`config.mk`:
```
export PLATFORM = sky130hd
export DESIGN_NAME = ysyx_25040111_axi_bridge
export DESIGN_NICKNAME = d
export VERILOG_FILES = /design/src/rtl/ysyx_25040111_axi_bridge.sv
export SDC_FILE = /design/constraint.sdc
export NUM_CORES = 1
export LEC_CHECK = 0
export BUFFER_PORTS_ARGS = -buffer_cell sky130_fd_sc_hd__buf_2
export CORE_MARGIN = 2
export CORE_UTILIZATION = 32
export CTS_CLUSTER_SIZE = 14
export DETAILED_ROUTE_END_ITERATION = 10
export PLACE_DENSITY = 0.73
export SYNTH_ARGS = -nofsm -noshare
export SYNTH_HDL_FRONTEND = slang
export SYNTH_SLANG_ARGS = --single-unit
```
`constraint.sdc`:
```
create_clock -name clock -period 3.1 [get_ports clock]
set_clock_uncertainty 0.05 [all_clocks]
set_input_delay 0.155 -clock clock [delete_from_list [all_inputs] [get_ports clock]]
set_output_delay 0.155 -clock clock [all_outputs]
set_load 0.05 [all_outputs]
```
`src/rtl/ysyx_25040111_axi_bridge.sv`:
```
// AXI4 master bridge: turns one LSU load/store/line-fill request into AXI4 channel
// traffic, one transaction at a time, returning per-beat load data and a done pulse.
module ysyx_25040111_axi_bridge #(
  parameter int ADDR_W = 32,
  parameter int DATA_W = 32
) (
  input  logic              clock,
  input  logic              reset,
  input  logic              req_valid,
  input  logic              req_wen,
  input  logic              req_ren,
  input  logic [1:0]        req_mask,
  input  logic              req_sign,
  input  logic [ADDR_W-1:0] req_addr,
  input  logic [DATA_W-1:0] req_wdata,
  input  logic [7:0]        req_tlen,
  output logic [DATA_W-1:0] rsp_rdata,
  output logic              rsp_beat,
  output logic              rsp_done,
  output logic              rsp_err,
  output logic              busy,
  input  logic              io_master_awready,
  output logic              io_master_awvalid,
  output logic [ADDR_W-1:0] io_master_awaddr,
  output logic [3:0]        io_master_awid,
  output logic [7:0]        io_master_awlen,
  output logic [2:0]        io_master_awsize,
  output logic [1:0]        io_master_awburst,
  input  logic              io_master_wready,
  output logic              io_master_wvalid,
  output logic [DATA_W-1:0] io_master_wdata,
  output logic [3:0]        io_master_wstrb,
  output logic              io_master_wlast,
  output logic              io_master_bready,
  input  logic              io_master_bvalid,
  input  logic [1:0]        io_master_bresp,
  input  logic [3:0]        io_master_bid,
  input  logic              io_master_arready,
  output logic              io_master_arvalid,
  output logic [ADDR_W-1:0] io_master_araddr,
  output logic [3:0]        io_master_arid,
  output logic [7:0]        io_master_arlen,
  output logic [2:0]        io_master_arsize,
  output logic [1:0]        io_master_arburst,
  output logic              io_master_rready,
  input  logic              io_master_rvalid,
  input  logic [1:0]        io_master_rresp,
  input  logic [DATA_W-1:0] io_master_rdata,
  input  logic              io_master_rlast,
  input  logic [3:0]        io_master_rid
);

  typedef enum logic [2:0] {S_IDLE, S_AR, S_R, S_W, S_B} state_t;

  state_t            r_state;
  state_t            w_next;
  logic [ADDR_W-1:0] r_addr;
  logic [DATA_W-1:0] r_wdata;
  logic [DATA_W-1:0] r_rdata;
  logic [1:0]        r_mask;
  logic              r_sign;
  logic [7:0]        r_tlen;
  logic [7:0]        r_cnt;
  logic              r_aw_ok;
  logic              r_w_ok;
  logic              r_err_acc;
  logic              r_beat;
  logic              r_done;
  logic              r_err;

  logic              w_busy;
  logic              w_accept;
  logic              w_r_hs;
  logic              w_r_last;
  logic              w_r_bad;
  logic [1:0]        w_size;
  logic [3:0]        w_strb_base;
  logic [DATA_W-1:0] w_shifted;
  logic [DATA_W-1:0] w_rdata_fmt;
  logic [DATA_W-1:0] w_wdata_rep;
  logic              w_unused;

  // Busy covers the rsp_done cycle too, so a request arriving then is dropped.
  assign w_busy   = (r_state != S_IDLE) || r_done;
  assign w_accept = (r_state == S_IDLE) && req_valid && !w_busy;
  assign w_r_hs   = (r_state == S_R) && io_master_rvalid;
  assign w_r_last = io_master_rlast || (r_cnt == r_tlen);
  assign w_r_bad  = (io_master_rresp != 2'b00);
  assign w_unused = ^{io_master_bid, io_master_rid};

  // NOTE: sequential state uses non-blocking assignments so every register samples pre-edge values.
  always_ff @(posedge clock) begin
    if (reset) r_state <= S_IDLE;
    else       r_state <= w_next;
  end

  // NOTE: every always_comb output gets a default first, so no path can infer a latch.
  always_comb begin
    w_next = r_state;
    unique case (r_state)
      S_IDLE: if (w_accept) begin
        if (req_wen)      w_next = S_W;
        else if (req_ren) w_next = S_AR;
      end
      S_AR:    if (io_master_arready) w_next = S_R;
      S_R:     if (w_r_hs && w_r_last) w_next = S_IDLE;
      S_W:     if ((r_aw_ok || io_master_awready) && (r_w_ok || io_master_wready)) w_next = S_B;
      S_B:     if (io_master_bvalid) w_next = S_IDLE;
      default: w_next = S_IDLE;
    endcase
  end

  always_comb begin
    io_master_arvalid = 1'b0;
    io_master_rready  = 1'b0;
    io_master_awvalid = 1'b0;
    io_master_wvalid  = 1'b0;
    io_master_bready  = 1'b0;
    unique case (r_state)
      S_AR:    io_master_arvalid = 1'b1;
      S_R:     io_master_rready  = 1'b1;
      S_W: begin
        io_master_awvalid = !r_aw_ok;
        io_master_wvalid  = !r_w_ok;
      end
      S_B:     io_master_bready  = 1'b1;
      default: ;
    endcase
  end

  always_comb begin
    w_size      = 2'd2;
    w_strb_base = 4'b1111;
    w_wdata_rep = r_wdata;
    unique case (r_mask)
      2'b01: begin
        w_size      = 2'd0;
        w_strb_base = 4'b0001;
        w_wdata_rep = {4{r_wdata[7:0]}};
      end
      2'b10: begin
        w_size      = 2'd1;
        w_strb_base = 4'b0011;
        w_wdata_rep = {2{r_wdata[15:0]}};
      end
      default: ;
    endcase
  end

  // Single-beat loads are lane-aligned and extended; bursts are raw line data.
  always_comb begin
    w_shifted = io_master_rdata >> {r_addr[1:0], 3'b000};
    unique case (r_mask)
      2'b01:   w_rdata_fmt = {{(DATA_W-8){r_sign & w_shifted[7]}}, w_shifted[7:0]};
      2'b10:   w_rdata_fmt = {{(DATA_W-16){r_sign & w_shifted[15]}}, w_shifted[15:0]};
      default: w_rdata_fmt = w_shifted;
    endcase
    if (r_tlen != 8'd0) w_rdata_fmt = io_master_rdata;
  end

  assign io_master_awaddr  = r_addr;
  assign io_master_awid    = 4'd0;
  assign io_master_awlen   = 8'd0;
  assign io_master_awsize  = {1'b0, w_size};
  assign io_master_awburst = 2'b01;
  assign io_master_wdata   = w_wdata_rep;
  assign io_master_wstrb   = w_strb_base << r_addr[1:0];
  assign io_master_wlast   = 1'b1;
  assign io_master_araddr  = r_addr;
  assign io_master_arid    = 4'd0;
  assign io_master_arlen   = r_tlen;
  assign io_master_arsize  = {1'b0, w_size};
  assign io_master_arburst = 2'b01;

  // NOTE: request fields are pure datapath, qualified by the FSM, so they need no reset.
  always_ff @(posedge clock) begin
    if (w_accept) begin
      r_addr  <= req_addr;
      r_mask  <= req_mask;
      r_sign  <= req_sign;
      r_wdata <= req_wdata;
      r_tlen  <= req_tlen;
    end
  end

  always_ff @(posedge clock) begin
    if (reset) begin
      r_cnt     <= 8'd0;
      r_aw_ok   <= 1'b0;
      r_w_ok    <= 1'b0;
      r_err_acc <= 1'b0;
      r_rdata   <= '0;
      r_beat    <= 1'b0;
      r_done    <= 1'b0;
      r_err     <= 1'b0;
    end else begin
      r_beat <= 1'b0;
      r_done <= 1'b0;
      r_err  <= 1'b0;
      unique case (r_state)
        S_IDLE: if (w_accept) begin
          r_cnt     <= 8'd0;
          r_aw_ok   <= 1'b0;
          r_w_ok    <= 1'b0;
          r_err_acc <= 1'b0;
          if (!req_wen && !req_ren) r_done <= 1'b1;
        end
        S_R: if (w_r_hs) begin
          r_rdata   <= w_rdata_fmt;
          r_beat    <= 1'b1;
          r_cnt     <= r_cnt + 8'd1;
          r_err_acc <= r_err_acc || w_r_bad;
          if (w_r_last) begin
            r_done <= 1'b1;
            r_err  <= r_err_acc || w_r_bad;
          end
        end
        S_W: begin
          if (io_master_awready) r_aw_ok <= 1'b1;
          if (io_master_wready)  r_w_ok  <= 1'b1;
        end
        S_B: if (io_master_bvalid) begin
          r_done <= 1'b1;
          r_err  <= (io_master_bresp != 2'b00);
        end
        default: ;
      endcase
    end
  end

  assign rsp_rdata = r_rdata;
  assign rsp_beat  = r_beat;
  assign rsp_done  = r_done;
  assign rsp_err   = r_err;
  assign busy      = w_busy;

endmodule
```
==> flow_metrics.tcl <==
set metrics [dict create \
    regArea_sq_um 3230 \
    worstMarginPinSlew_ps 729 \
    core_region_area_sq_um 18500 \
    crit_family "simple AND/OR/NAND/NOR gates" \
    arrival_ps 2500 \
    start_util_pct 32.4 \
    drt_first_pass_iters 5 \
    drc_errors 0 \
    dieWidth_microns 141 \
    track_usage_pct 19.7 \
    fin_crit_ps 2710 \
    multi_input_area_sq_um 2180 \
    routed_wl_microns 20200 \
    drt_iter0_drc 353 \
    syn_area_sq_um 5990 \
    cpMaxStageDelayCell "nor2b_1" \
    placementRows 50 \
    critPathMaxStageDelay_ps 570 \
    io_buffer_count 274 \
    routedWlPerCell_microns 17.6 \
    die_height_microns 141 \
    timing.setup.tns_ps 0 \
    synth-seq-cells 124 \
    crit_chain "inv_1, ha_1, nor2b_1, a22o_1, buf_2" \
    final_common_cell "buf_2" \
    critical_path_class "reg -> out" \
    grt_pass1_vias 5539 \
    max_freq_ghz 0.369 \
    cts_buffers 17 \
    hold_class "in -> reg" \
    dpl_cell_area_sq_um 7220 \
    worstSetupEndpointType "primary output" \
    viasPerCell 4.87 \
    overflow 0 \
    areaGrowthSynthToFinish_pct 44.9 \
    synth_cell_type_count 48 \
    total_leakage_power_uw 0.00377 \
    htreeDepth 4 \
    finalHoldViolCount 0 \
    clkLatencyLatePin_ps 420 \
    worst-path-stages 5 \
    gp_congestion 0.831 \
    ys_seq_area_share_pct 53.9 \
    nFillCells 1699 \
    crit_required_ps 2890 \
    synth_edf_count 75 \
    cts.clk_slew.worst_paths_ps 60 \
    boundaryPins 306 \
    critPathBufInv 2 \
    antenna_found_initial 4 \
    r2r_cells 7 \
    status "completed" \
    cts_tree "yes" \
    crit_path_start_kind "flop" \
    relSlewSlack_pct 51.4 \
    rsz0062_at_grt "no" \
    fin_nets 1033 \
    layout_common_cells "buf_2, dlygate4sd3_1, edfxtp_1" \
    power.density_nw_per_um2 626 \
    peakVddDrop_mv 0.381 \
    drive_gt1_share_pct 35.9 \
    antenna_left 0 \
    post_cts_buffers 0 \
    post-route-period-util_pct 87.3 \
    vias 5598 \
    finalSetupViolations 0 \
    hold_ws_ps 8.84 \
    ys.flop_type "edfxtp_1" \
    holdPathStages 3 \
    cts.sink_count 124 \
    final_area_sq_um 8690 \
    power.total_uw 5440 \
    dp_hpwl_microns 13800 \
    syn_inst 587 \
    ys_async_sr_fraction_pct 0 \
    path_max_fanout 11 \
    clockBufferDepth 2 \
    drv_cap 0 \
    drv_slew 0 \
    grt_pass1_wl_microns 29900 \
    cts-root-buf "clkbuf_16" \
    die-area_sq_um 19800 \
    syn_area_per_cell_sq_um 10.2 \
    grt_start_max_net_pins 59 \
    yosysWarnings 0 \
]
## cell usage after synthesis (3+ instances only)
cell type  count  area, sq um
a22oi_1       11         82.6
nor4_1         5         31.3
nand2b_1       3         18.8
nand2_1       62          233
edfxtp_1      75         2250
a2bb2oi_1      7         61.3
nand3_1        3         15.0
dfxtp_1       49          981
nor2_1        46          173
mux2i_1       17          170
xor2_1        11         96.3
buf_1          4         15.0
o21ai_1        9         45.0
xnor2_1        3         26.3
buf_4         65          488
o221ai_1       8         70.1
clkbuf_1      27          101
nor3_1        12         60.1
nand3b_1       3         22.5
a21oi_1       58          290
a311oi_1       7         61.3
a22o_1         8         70.1
nor2b_1        3         18.8
o21ai_0       33          165
o211ai_1       9         67.6
buf_2          5         25.0
a211o_1        4         35.0
ha_1           4         50.1
inv_1          9         33.8
## where the power goes
group          total [uW]  switching, uW  internal, uW  leakage, uW
Combinational        1490           1110           381      0.00237
Clock                2000            801          1200     0.000281
Sequential           1960           70.3          1890      0.00111
## path summary, 6_finish.rpt
path | startpoint | endpoint | slack, ps
min reg2reg | rsp_rdata[30] | rsp_rdata[30] | 400
min | io_master_rdata[27] | rsp_rdata[27] | 9
max | r_mask[1] | io_master_wdata[8] | 390
max reg2reg | r_mask[0] | rsp_rdata[25] | 590
## metrics by stage
step	setup slack (ps)	util [%]	cells
6_report	394	46.9	1149
5_1_grt	286	46.9	1147
4_1_cts	406	46.9	1146
3_5_place_dp	608	39.0	1027
3_3_place_gp	691	39.0	1027
2_1_floorplan	168	-	608
## area by class of cell
cell class,count,share of cell area (%)
clock buffers,17,4.90
diodes,3,0.0864
repair buffers,373,27.1
flip-flops and latches,124,37.2
clock inverters,15,1.84
well taps,234,3.37
multi-input cells,374,25.0
inverters,9,0.403
## flip-flops by register name, indices dropped and copies added, names as in the netlist
name,cells
rsp_rdata,32
r_w_ok,1
r_cnt,8
rsp_err,1
r_mask,2
r_err_acc,1
rsp_done,1
r_aw_ok,1
r_state,3
rsp_beat,1
io_master_arlen,8
r_wdata,32
io_master_araddr,32
r_sign,1
## what timing repair did
item | 4_1_cts | 5_1_grt
hold buffers | 87 | 0
hold endpoints to repair | 86 | 0
resized for setup | 0 | 0
## worst reg2reg max path, stage by stage (launching register included)
cell and delay (ps):
edfxtp_1 380, inv_1 60, ha_1 550, and3b_1 280, a211oi_4 470, o21ai_4 210
o21ai_4 300, o21ai_1 120
## kinds of logic (layout without fill, tap and decap cells)
family,Yosys count,after routing,synth area share [%]
muxes,18,18,3.21
and+or+nand+nor,153,153,11.5
AOI/OAI and AO/OA,162,162,17.3
DFF,124,124,53.9
adders and majority gates,4,4,0.835
buffers and inverters,110,414,11.1
other,2,26,0.125
xor gates and xnor gates,14,14,2.05
## per-layer routing
metal / wire length (microns) / part of all wire [%] / vias up / GRT usage, %
met1: 8370 / 41 / 2624 / 23.5
li1: - / - / 2661 / -
met4: 439 / 2.2 / 2 / 7.95
met3: 1540 / 7.6 / 31 / 6.83
met5: 12 / 0.059 / - / 0
met2: 9850 / 49 / 280 / 32.7
Note: power is estimated with default switching activity, not from simulation.
